## src/rtl/uart_pkg.sv

```systemverilog
// Shared UART constants and receive-FSM state encoding.
package uart_pkg;

  localparam int UART_DATA_BITS    = 8;
  // Baud divider shared with the transmit path: 50 MHz / 115200.
  localparam int UART_CLKS_PER_BIT = 434;

  typedef enum logic [2:0] {
    IDLE  = 3'd0,
    START = 3'd1,
    DATA  = 3'd2,
    STOP  = 3'd3,
    BREAK = 3'd4
  } uart_rx_state_t;

endpackage

```

## src/rtl/uart_rx_if.sv

```systemverilog
// Receive holding-buffer handshake and sticky error flags between uart_rx and its consumer.
interface uart_rx_if;
  import uart_pkg::*;

  logic [UART_DATA_BITS-1:0] rdData;
  logic                      rdValid;
  logic                      rdAck;
  logic                      errClr;
  logic                      frameErr;
  logic                      overrun;

  modport master (
    output rdData, rdValid, frameErr, overrun,
    input  rdAck, errClr
  );

  modport slave (
    input  rdData, rdValid, frameErr, overrun,
    output rdAck, errClr
  );

endinterface

```

## src/rtl/sync2.sv

```systemverilog
// Two-flop synchronizer for a single asynchronous input.
// Latency: 2 clk. No backpressure.
// Reset value is a parameter so idle-high or idle-low lines can both be handled.
module sync2 #(
  parameter logic RST_VAL = 1'b0
) (
  input  logic clk,
  input  logic rst_n,
  input  logic d,
  output logic q
);

  logic meta;

  always_ff @(posedge clk or negedge rst_n) begin
    if (!rst_n) begin
      meta <= RST_VAL;
      q    <= RST_VAL;
    end else begin
      meta <= d;
      q    <= meta;
    end
  end

endmodule

```

## src/rtl/uart_rx.sv

```systemverilog
// 8N1 UART receiver feeding a one-entry holding buffer with sticky framing/overrun flags.
// Latency: rdValid rises one clk after the stop-bit mid-sample (~9.5 bit times + 3 clk from line fall).
// Backpressure: none on the line; a byte completing while the buffer is full is dropped and flags overrun.
module uart_rx
  import uart_pkg::*;
#(
  parameter int CLKS_PER_BIT = UART_CLKS_PER_BIT,
  parameter int CNT_W        = $clog2(CLKS_PER_BIT)
) (
  input  logic        CLK,
  input  logic        RST,
  input  logic        rxPin,
  output logic        busy,
  uart_rx_if.master   rd
);

  if (CLKS_PER_BIT < 4) begin : g_chk_clks
    $error("uart_rx: CLKS_PER_BIT must be at least 4");
  end

  localparam logic [CNT_W-1:0] HALF_BIT = CNT_W'(CLKS_PER_BIT / 2);
  localparam logic [CNT_W-1:0] FULL_BIT = CNT_W'(CLKS_PER_BIT - 1);
  localparam logic [2:0]       LAST_BIT = 3'(UART_DATA_BITS - 1);

  uart_rx_state_t            state;
  logic [CNT_W-1:0]          cnt;
  logic [2:0]                bit_idx;
  logic [UART_DATA_BITS-1:0] shift;
  logic                      rxS;
  logic                      prevS;
  logic                      done;
  logic                      frame_set;
  logic                      ovr_set;

  // Reset-to-0 synchronizer: the line must be seen high before a start edge can register.
  sync2 #(.RST_VAL(1'b0)) u_sync (
    .clk   (CLK),
    .rst_n (RST),
    .d     (rxPin),
    .q     (rxS)
  );

  always_ff @(posedge CLK or negedge RST) begin
    if (!RST) prevS <= 1'b0;
    else      prevS <= rxS;
  end

  assign busy      = (state != IDLE);
  assign frame_set = (state == STOP) && (cnt == '0) && !rxS;
  assign ovr_set   = done && rd.rdValid && !rd.rdAck;

  always_ff @(posedge CLK or negedge RST) begin
    if (!RST) begin
      state   <= IDLE;
      cnt     <= '0;
      bit_idx <= '0;
      shift   <= '0;
      done    <= 1'b0;
    end else begin
      done <= 1'b0;
      case (state)
        IDLE: begin
          if (prevS && !rxS) begin
            cnt   <= HALF_BIT;
            state <= START;
          end
        end
        START: begin
          if (cnt != '0) begin
            cnt <= cnt - 1'b1;
          end else if (rxS) begin
            state <= IDLE;
          end else begin
            cnt     <= FULL_BIT;
            bit_idx <= '0;
            state   <= DATA;
          end
        end
        DATA: begin
          if (cnt != '0) begin
            cnt <= cnt - 1'b1;
          end else begin
            shift <= {rxS, shift[UART_DATA_BITS-1:1]};
            cnt   <= FULL_BIT;
            if (bit_idx == LAST_BIT) state <= STOP;
            else                     bit_idx <= bit_idx + 1'b1;
          end
        end
        STOP: begin
          if (cnt != '0) begin
            cnt <= cnt - 1'b1;
          end else if (rxS) begin
            done  <= 1'b1;
            state <= IDLE;
          end else begin
            state <= BREAK;
          end
        end
        BREAK: begin
          // Hold here until the line recovers so a held-low break cannot retrigger.
          if (rxS) state <= IDLE;
        end
        default: state <= IDLE;
      endcase
    end
  end

  always_ff @(posedge CLK or negedge RST) begin
    if (!RST) begin
      rd.rdData   <= '0;
      rd.rdValid  <= 1'b0;
      rd.frameErr <= 1'b0;
      rd.overrun  <= 1'b0;
    end else begin
      if (done && (!rd.rdValid || rd.rdAck)) begin
        rd.rdData  <= shift;
        rd.rdValid <= 1'b1;
      end else if (rd.rdAck) begin
        rd.rdValid <= 1'b0;
      end

      // A flag being set in the same cycle as errClr stays set.
      if (frame_set)      rd.frameErr <= 1'b1;
      else if (rd.errClr) rd.frameErr <= 1'b0;

      if (ovr_set)        rd.overrun <= 1'b1;
      else if (rd.errClr) rd.overrun <= 1'b0;
    end
  end

endmodule
```

## src/flat_wrapper.sv

```systemverilog
// flat-port wrapper written by rule: the top's interface ports become plain ports
module uart_rx_flat import uart_pkg::*;
#(
  parameter int CLKS_PER_BIT = UART_CLKS_PER_BIT,
  parameter int CNT_W        = $clog2(CLKS_PER_BIT)
)
  (CLK, RST, rxPin, busy, rd_rdData, rd_rdValid, rd_frameErr, rd_overrun, rd_rdAck, rd_errClr);
  uart_rx_if rd_i ();
  input  logic CLK;
  input  logic RST;
  input  logic rxPin;
  output logic busy;
  output wire logic [$bits(rd_i.rdData)-1:0] rd_rdData;
  output wire logic [$bits(rd_i.rdValid)-1:0] rd_rdValid;
  output wire logic [$bits(rd_i.frameErr)-1:0] rd_frameErr;
  output wire logic [$bits(rd_i.overrun)-1:0] rd_overrun;
  input wire logic [$bits(rd_i.rdAck)-1:0] rd_rdAck;
  input wire logic [$bits(rd_i.errClr)-1:0] rd_errClr;
  assign rd_rdData = rd_i.rdData;
  assign rd_rdValid = rd_i.rdValid;
  assign rd_frameErr = rd_i.frameErr;
  assign rd_overrun = rd_i.overrun;
  assign rd_i.rdAck = rd_rdAck;
  assign rd_i.errClr = rd_errClr;
  uart_rx #(.CLKS_PER_BIT(CLKS_PER_BIT), .CNT_W(CNT_W)) u_core (.CLK(CLK), .RST(RST), .rxPin(rxPin), .busy(busy), .rd(rd_i));
endmodule
```

## config.mk

```make
export PLATFORM = sky130hd
export DESIGN_NAME = uart_rx_flat
export DESIGN_NICKNAME = d
export VERILOG_FILES = /design/src/rtl/uart_pkg.sv /design/src/rtl/uart_rx_if.sv /design/src/rtl/sync2.sv /design/src/rtl/uart_rx.sv /design/src/flat_wrapper.sv
export SDC_FILE = /design/constraint.sdc
export NUM_CORES = 1
export LEC_CHECK = 0
export CAP_MARGIN = 15
export CORE_MARGIN = 10
export CORE_UTILIZATION = 55
export DETAILED_ROUTE_END_ITERATION = 16
export PLACE_DENSITY = 0.84
export SYNTH_ARGS = -nofsm -noshare
export SYNTH_HDL_FRONTEND = slang
export SYNTH_SLANG_ARGS = --single-unit
```

## constraint.sdc

```tcl
create_clock -name CLK -period 3 [get_ports CLK]
set_clock_uncertainty 0.1 [all_clocks]
set_input_delay 0.45 -clock CLK [delete_from_list [all_inputs] [get_ports CLK]]
set_output_delay 0.45 -clock CLK [all_outputs]
set_load 0.02 [all_outputs]
```

==> summary.txt <==
Drt
  – DR WL/cell: 16.1 µm
  – Total Wirelength: 3420 µm
  – Vias: 1209
  – Post-DRT Antenna Nets: 0
  – Residual DRC: 0
  – Post-DR vias/cell: 5.70
  – First-pass iteration count of the detailed router: 4
  – Initial DRC Count: 131

Global route
  – First-pass GRT wire length: between 6000 and 7000 µm
  – Largest net degree at the start of global routing: 39
  – Overflow after GRT: 0
  – Total GRT Usage: 12.5%
  – Vias in the first global route: 1191
  – Antenna violations before repair: 0

Critical path
  – Crit path buffers/inverters: 1
  – Setup CP Type: reg2reg
  – Delay-heaviest family, CP: simple AND/OR/NAND/NOR gates
  – Worst-case reg-to-reg path depth: 5
  – Reg2reg start: u_core.cnt[0]
  – Slowest CP cell: or4b_1
  – CP Launch Type: register
  – Crit. End Element: register
  – Critical Path RT: about 3.1 ns
  – Reg2reg end: u_core.shift[4]
  – CP Cell Sequence: inv_1 > ha_1 > or4b_1 > nor4b_4 > mux2_2
  – Reg2Reg Setup Slack: 0.55 ns
  – Largest stage delay on the critical path: 0.55 ns
  – Crit path DAT: 2.59 ns
  – CP max FO: 9

Clocking
  – H-tree depth: 2
  – Worst-skew pair later-pin latency: 0.34 ns
  – Max clock buf depth: 2
  – Hold-fix buffer count after cts: 0
  – Total CTS buffers: 5
  – CTS tree: built
  – Post-CTS setup buffers: 0
  – Clk slew on worst S/H paths: 0.11 ns
  – Root Driver: clkbuf_4
  – Clk sink count: 38
  – Post-CTS Resized: 0

Final layout
  – Fraction of layout cells with a size suffix above 1: about a fifth
  – Cell Count, Final, Fillers Out: 212
  – Layout Nets: about 180
  – Area grow syn2layout: 14.3%
  – Fillers: ~230
  – N_diodes: 0
  – Final core utilization: between 60% and 70%

Floorplanning
  – Die X: 75.9 µm
  – Row cnt: 20
  – # IOs: 17
  – Initial Utilization: 56.8%
  – Die span in y: 75.9 µm
  – Die area: roughly 0.0058 mm²
  – Core Area: 0.00303 mm²

Power and ir drop
  – Total power: 997 µW
  – Peak VDD IR: 0.421 mV
  – Power Density: 507 mW/mm²
  – Leakage: 0.000892 µW

Timing
  – Final TNS setup: 0 ns
  – Final worst-path cycle share: 81.8%
  – Slew HR: 45.2%
  – Fin. Hold Viols: 0
  – Actual slew at the worst max-slew pin: 0.823 ns
  – Post-layout min period: 2.45 ns
  – Endpoints failing setup: 0
  – Slew Limit Fails: 0
  – RSZ-0062 raised after global routing: false
  – Max Fclk: 407 MHz

Worst hold path
  – Min-delay worst type: in2async

Outcome
  – Outcome: finished clean

Yosys
  – Synth Register Bits: 38
  – Synthesized cell area: 0.00172 mm²
  – Sequential share of the synthesized area: a little under three fifths
  – Post-Syn Instances: 147
  – Synth warnings: 0
  – Mean Syn Cell Area: 11.7 µm²
  – Syn Nets: 155
  – Synth unique cells: 41

Placement
  – Placer Congestion: 0.921
  – PortBufs: 16
  – Post-DP HPWL: 2450 µm
  – Placed instance count: 205

Run
  – Max-cap check violation count: 0
## how the worst max path moves through the flow
stage | from | to | cells after the start
after floorplan | u_core.cnt[0] | u_core.shift[0] | 5
after global placement | u_core.cnt[0] | u_core.shift[4] | 5
after detailed placement | u_core.cnt[0] | u_core.shift[5] | 5
after CTS | u_core.cnt[0] | u_core.shift[1] | 5
after global routing | u_core.cnt[0] | u_core.shift[1] | 5
final | u_core.cnt[0] | u_core.shift[4] | 5
## state kept, by name, indices dropped and copies added (netlist names)
name,cells
u_core.done,1
u_core.shift,8
u_core.bit_idx,3
u_core.rd.overrun,1
u_core.prevS,1
u_core.rd.rdData,8
u_core.cnt,9
u_core.rd.frameErr,1
u_core.u_sync.q,1
u_core.u_sync.meta,1
u_core.state,3
u_core.rd.rdValid,1
## cell type report
class | count | area (µm²) | area share, %
sequential | 38 | 951 | 48.4
multi-input combinational | 96 | 712 | 36.2
timing repair buffer | 17 | 163 | 8.27
tap | 44 | 55.1 | 2.80
clock buffer | 5 | 37.5 | 1.91
inverter | 10 | 37.5 | 1.91
clock inverter | 2 | 10.0 | 0.509
## per-stage QoR
step	setup slack (ns)	hold slack (ns)	area (µm²)
floorplan	0.808	0.0544	1720
global placement	0.683	0.244	1920
detailed placement	0.554	0.238	1920
CTS	0.545	0.111	1970
global route	0.427	0.127	1970
finish	0.545	0.0730	1970
## cell usage in the layout (no fill, tap or decap), types with 3 or more instances in the layout
cell type        synthesis  routed
nor3_1                   4       4
clkbuf_4                 0       5
mux2_2                  17      17
dfrtp_1                 38      38
o21ai_0                 11      11
nor2_1                  10      10
inv_1                   10      10
ha_1                     3       3
nand2_1                  7       7
a21oi_1                  5       5
clkdlybuf4s50_1          0      15
o2bb2ai_1                3       3
## cells in the mapped netlist
cell	instances	share of area, %
a31oi_1	2	0.73
nor3_1	4	1.2
dfrtp_1	38	55
or4_4	1	0.65
nand4_1	2	0.73
nand3_1	2	0.58
o32ai_1	1	0.51
o22ai_1	1	0.36
o211ai_1	1	0.44
nor3b_1	1	0.44
o41ai_1	1	0.51
mux2i_1	1	0.58
a21oi_1	5	1.5
o2bb2ai_1	3	1.5
or3b_2	1	0.51
or4b_1	1	0.58
nand2_1	7	1.5
a22oi_1	1	0.44
ha_1	3	2.2
or3_1	1	0.36
mux2_2	17	11
nor4b_4	1	1.4
o31ai_1	1	0.44
a21o_1	1	0.44
and2b_2	1	0.51
and2b_1	1	0.44
o21ai_0	11	3.2
nand2b_1	2	0.73
inv_1	10	2.2
a2111o_1	1	0.65
o21ai_1	1	0.29
nor2_1	10	2.2
nand3b_1	1	0.44
xnor2_1	1	0.51
nor4_1	2	0.73
o22a_1	1	0.51
o21bai_1	2	0.87
buf_6	1	0.65
a2bb2oi_1	1	0.51
clkbuf_1	2	0.44
a22o_2	2	1.2
## where the power goes
group	internal, µW	switching (µW)	total, µW
Combinational	69.8	89.7	159
Sequential	543	47.9	591
Clock	84.3	162	247
## routing by layer
layer / wire [µm] / GRT usage, % / vias to the layer above
met5: 0 / 0 / -
met4: 53 / 5.49 / 0
met3: 166 / 3.89 / 7
met2: 1620 / 19.4 / 28
met1: 1580 / 15.6 / 598
li1: - / - / 576
## kinds of logic after synthesis
family,share of synthesized area [%]
XOR/XNOR,0.510
multiplexers,11.7
adder cells (fa/ha/maj),2.18
AO/OA/AOI/OAI,14.0
flip-flops,55.3
buffers and inverters,3.28
AND/OR/NAND/NOR,13.0
Note: power is estimated with default switching activity, not from simulation.
==> RTL change 1: new RTL, same settings <==
`RST_VAL` is set to 1'b0 in 2 places; all go to 1'b1.
--- a/src/rtl/sync2.sv
+++ b/src/rtl/sync2.sv
@@ -2,7 +2,7 @@
 // Latency: 2 clk. No backpressure.
 // Reset value is a parameter so idle-high or idle-low lines can both be handled.
 module sync2 #(
-  parameter logic RST_VAL = 1'b0
+  parameter logic RST_VAL = 1'b1
 ) (
   input  logic clk,
   input  logic rst_n,
--- a/src/rtl/uart_rx.sv
+++ b/src/rtl/uart_rx.sv
@@ -33,7 +33,7 @@
   logic                      ovr_set;
 
   // Reset-to-0 synchronizer: the line must be seen high before a start edge can register.
-  sync2 #(.RST_VAL(1'b0)) u_sync (
+  sync2 #(.RST_VAL(1'b1)) u_sync (
     .clk   (CLK),
     .rst_n (RST),
     .d     (rxPin),
Formal check against the unedited RTL: not equivalent (a bounded check fails within 4 cycles, from zero or initial values and one cycle with RST low).
==> RTL change 1 against the unedited design <==
- worst setup slack gained 42 ps
- via count rose by 1.4%
- hold slack got worse by 8.9 ps
- wire length grew 0.53%
- sequential cell count unchanged
- area after synthesis up 0.15%
- total power up 19%
- final area grew 3.1%
==> RTL change 1: results (changes against the unedited design) <==
Status
The flow ran to the end, and the final reports show no timing, DRC or antenna violations.

Routing
The wire length on met1 is 1.49 mm (-5.5%). The vias per cell came to 5.76 (+0.93%). The detailed-routed wire length on met3 was 249 µm (+50%). The wire length on met2 is 1.60 mm (-0.93%). The number of DRC markers in iteration 0 is 123 (-6.1%). The total detailed-routing wirelength is 3.43 mm (+0.53%).

Pwr
The worst-case vdd ir drop is 0.000484 V (+15%). The leakage power total came to 0.915 nW (+2.5%). The switching power total is 0.315 mW (+5.1%).

Placement
The worst-case setup slack after placement is 591 ps (+36.8 ps). The cell area after placement is 0.00192 mm² (+0.13%). The quantity of I/O buffers inserted on ports is 16 (unchanged). The half-perimeter wire length of the detailed placement result was 2.48 mm (+0.99%).

The weighted congestion at the end of routability-driven global placement is 0.921 (about the same).

Worst setup path
The critical path arrival is 2560 ps (-30 ps).

Global route
The first-pass GRT wire length was 5.97 mm (-0.58%). The global-route total usage across every layer was 12.6% (+0.10 points). The via count of the first global-routing pass is 1224 (+2.8%). The largest net degree at the start of global routing was 39 (unchanged).

Synth
In the synthesized netlist, the cells that appear most often are 36 x sky130_fd_sc_hd__dfrtp_1, 17 x sky130_fd_sc_hd__mux2_2, 11 x sky130_fd_sc_hd__o21ai_0, 10 x sky130_fd_sc_hd__inv_1, 10 x sky130_fd_sc_hd__nor2_1. The count of distinct cell types in the synthesized netlist came to 42 (+2.4%). Ranked by total cell area, the synthesized netlist is headed by sky130_fd_sc_hd__dfrtp_1 52%, sky130_fd_sc_hd__mux2_2 11%, sky130_fd_sc_hd__o21ai_0 3.2%, sky130_fd_sc_hd__dfstp_2 3.1%, sky130_fd_sc_hd__ha_1 2.2%. The yosys synthesis warning count is 0 (unchanged). The fraction of the yosys area taken by sequential cells is 55.4% (+0.065 points).

Clock tree
The clock latency reported for the late side of the worst-skew pair came to 360 ps (+20 ps). The post-CTS setup-driven buffer insertion count is 0 (unchanged). The level count of the clock H-tree is 2 (unchanged).

Final layout
The share of final-layout standard cells stronger than drive strength 1 is 20.7% (+1.7 points). The count of antenna diodes in the layout is 0 (unchanged).

STA
The worst slew margin relative to its limit came to 46.4% (+1.2 points).
-- RTL change 1: cell types whose count changed in the layout (fill, tap and decap cells not counted), sizes merged --
cell and change:
dfrtp -2, dfstp +2, clkinv -1, bufinv +2
-- RTL change 1: logic make-up after synthesis --
logic type	share of synthesized area [%]
buffers and inverters	3.27
XOR/XNOR	0.509
multiplexers	11.7
adder cells (fa/ha/maj)	2.18
flip-flops	55.4
AND/OR/NAND/NOR	12.9
AO/OA/AOI/OAI	14.0
-- RTL change 1: power by group through the flow --
stage | combinational (mW) | sequential [mW] | clock [mW]
6_report | 0.158 | 0.592 | 0.440
3_3_place_gp | 0.153 | 0.599 | 0
5_1_grt | 0.178 | 0.598 | 0.478
3_5_place_dp | 0.157 | 0.601 | 0
2_1_floorplan | 0.115 | 0.585 | 0
4_1_cts | 0.158 | 0.591 | 0.448
-- RTL change 1: metrics by stage --
| stage | util, % | instances | power, mW |
|---|---|---|---|
| final | 66.9 | 213 | 1.19 |
| after global routing | 66.9 | 213 | 1.25 |
| after CTS | 66.9 | 213 | 1.20 |
| after detailed placement | 63.4 | 205 | 0.758 |
| after global placement | 63.4 | 205 | 0.752 |
| after floorplan | - | 147 | 0.700 |
-- RTL change 1: worst paths after layout --
path / startpoint / to / slack, ps / depth (start not counted)
min reg2reg: u_core.u_sync.meta / u_core.u_sync.q / 270 / 0
max: u_core.cnt[0] / u_core.shift[7] / 590 / 5
min: RST / u_core.cnt[2] / 60 / 1
max reg2reg: u_core.cnt[0] / u_core.shift[7] / 590 / 5
min in group CLK: u_core.u_sync.meta / u_core.u_sync.q / 270 / 0
max in group asynchronous: RST / u_core.shift[7] / 2220 / 1
-- RTL change 1: final cells by class --
class / instances / area, µm²
flip-flops and latches: 38 / 953
repair buffers: 17 / 163
clock buffers: 5 / 37.5
well taps: 44 / 55.1
multi-input cells: 96 / 712
inverters: 10 / 37.5
clock inverters: 3 / 68.8
fillers: 231 / 1000
-- RTL change 1: metal layers --
metal	vias to the layer above	GRT usage (%)
li1	579	-
met1	593	15.0
met2	45	19.6
met3	9	4.25
met4	0	6.82
met5	-	0
==> RTL change 2: new RTL, same flow settings <==
Without the edit above. Reset style: synchronous (`RST` and `rst_n`), changed in 4 clocked blocks. Comments in the files are not updated.
--- a/src/rtl/sync2.sv
+++ b/src/rtl/sync2.sv
@@ -12,7 +12,7 @@
 
   logic meta;
 
-  always_ff @(posedge clk or negedge rst_n) begin
+  always_ff @(posedge clk) begin
     if (!rst_n) begin
       meta <= RST_VAL;
       q    <= RST_VAL;
--- a/src/rtl/uart_rx.sv
+++ b/src/rtl/uart_rx.sv
@@ -40,7 +40,7 @@
     .q     (rxS)
   );
 
-  always_ff @(posedge CLK or negedge RST) begin
+  always_ff @(posedge CLK) begin
     if (!RST) prevS <= 1'b0;
     else      prevS <= rxS;
   end
@@ -49,7 +49,7 @@
   assign frame_set = (state == STOP) && (cnt == '0) && !rxS;
   assign ovr_set   = done && rd.rdValid && !rd.rdAck;
 
-  always_ff @(posedge CLK or negedge RST) begin
+  always_ff @(posedge CLK) begin
     if (!RST) begin
       state   <= IDLE;
       cnt     <= '0;
@@ -105,7 +105,7 @@
     end
   end
 
-  always_ff @(posedge CLK or negedge RST) begin
+  always_ff @(posedge CLK) begin
     if (!RST) begin
       rd.rdData   <= '0;
       rd.rdValid  <= 1'b0;
Formal check against the unedited RTL: differs if RST is asserted again (counterexample within 10 cycles, from zero or initial values and one cycle with RST low); with RST held inactive, the same outputs for 10 cycles.
==> RTL change 2 against the unedited design <==
- combinational power shrank 19%
- wire length increased by 4.9%
- sequential share of layout area down 9.6 points
- first-iteration DRC count down 11%
- final area down 0.19%
- clock power up 13%
- total power decreased by 5.9%
- sequential cell count is the same
- area after synthesis is 0.73% higher
- worst setup slack better by 170 ps
- fmax rose by 7.2%
- largest cell class is now multi-input gates
- non-clock buffer count unchanged
==> RTL change 2: results (changes against the unedited design) <==
Worst setup path
The startpoint of the worst setup timing path is u_core.state[2]. The critical path arrival is 1740 ps (-850 ps). The cell family contributing the most delay on the critical path is buffers and inverters. The startpoint identified for the worst register-to-register timing path is u_core.cnt[0].

Synth
The net count after synthesis is 199 (+28%). Ranked by total cell area, the synthesized netlist is headed by sky130_fd_sc_hd__dfxtp_1 44%, sky130_fd_sc_hd__a21oi_1 5.2%, sky130_fd_sc_hd__mux2i_1 4.6%, sky130_fd_sc_hd__nor2_1 4.1%, sky130_fd_sc_hd__nand2_1 3.5%. The fraction of synthesized cell area in xor and xnor cells is 0% (-0.51 points). The count of mapped cells out of synthesis is 191 (+30%). The commonest cells after synthesis are 38 x sky130_fd_sc_hd__dfxtp_1, 19 x sky130_fd_sc_hd__nor2_1, 18 x sky130_fd_sc_hd__a21oi_1, 16 x sky130_fd_sc_hd__nand2_1, 11 x sky130_fd_sc_hd__nand3_1. The post-synthesis compound-gate area fraction is 19.4% (+5.4 points).

The multiplexer share of the synthesized area was 5.27% (-6.4 points).

Status
The run finished with clean final reports.

Global route
The first-pass GRT wire length is 6.10 mm (+1.6%). The met2 demand-to-capacity share in global routing was 19.6% (+0.17 points). The largest net degree at the start of global routing is 24 (-38%).

Final layout
The layout multi-input combinational cell count was 138 (+44%). The area added between synthesis and finish is 13.3%. The filler-free cell count of the finished design is 249 (+17%). The fraction of area in clock buffers and inverters is 3.25% (+0.83 points). The number of inverters outside the clock class in the layout is 4 (-6). The share of final-layout standard cells stronger than drive strength 1 is 8.29% (-11 points).

Placement
The half-perimeter wire length of the detailed placement result is 2.59 mm (+5.5%). The count of placed standard cells including taps was 241 (+18%). The weighted congestion at the end of routability-driven global placement is 0.908 (-1.4%).

Pwr
The worst-case vdd ir drop is 0.000283 V (-33%). The power share of the clock group was 29.6% (+4.9 points). The ratio of total power to cell area is 478 mW/mm² (-5.7%). The combinational share of power is 13.7% (-2.3 points).

Routing
The number of DRC markers in iteration 0 is 117 (-11%). The routed via count is 1482 (+23%). The routed wire length per instance came to 14.4 µm (-11%).

STA
The worst slew margin relative to its limit is 45.8% (+0.59 points).
-- RTL change 2: changes by cell type after synthesis, moves of 4 or more --
cell	before	now
sky130_fd_sc_hd__dfrtp_1	38	0
sky130_fd_sc_hd__mux2_2	17	1
sky130_fd_sc_hd__nand2_1	7	16
sky130_fd_sc_hd__mux2i_1	1	8
sky130_fd_sc_hd__a21oi_1	5	18
sky130_fd_sc_hd__inv_1	10	4
sky130_fd_sc_hd__a311oi_1	0	4
sky130_fd_sc_hd__dfxtp_1	0	38
sky130_fd_sc_hd__o21ai_0	11	3
sky130_fd_sc_hd__a31oi_1	2	6
sky130_fd_sc_hd__nor2_1	10	19
sky130_fd_sc_hd__a22o_1	0	4
sky130_fd_sc_hd__clkbuf_1	2	6
sky130_fd_sc_hd__nand3_1	2	11
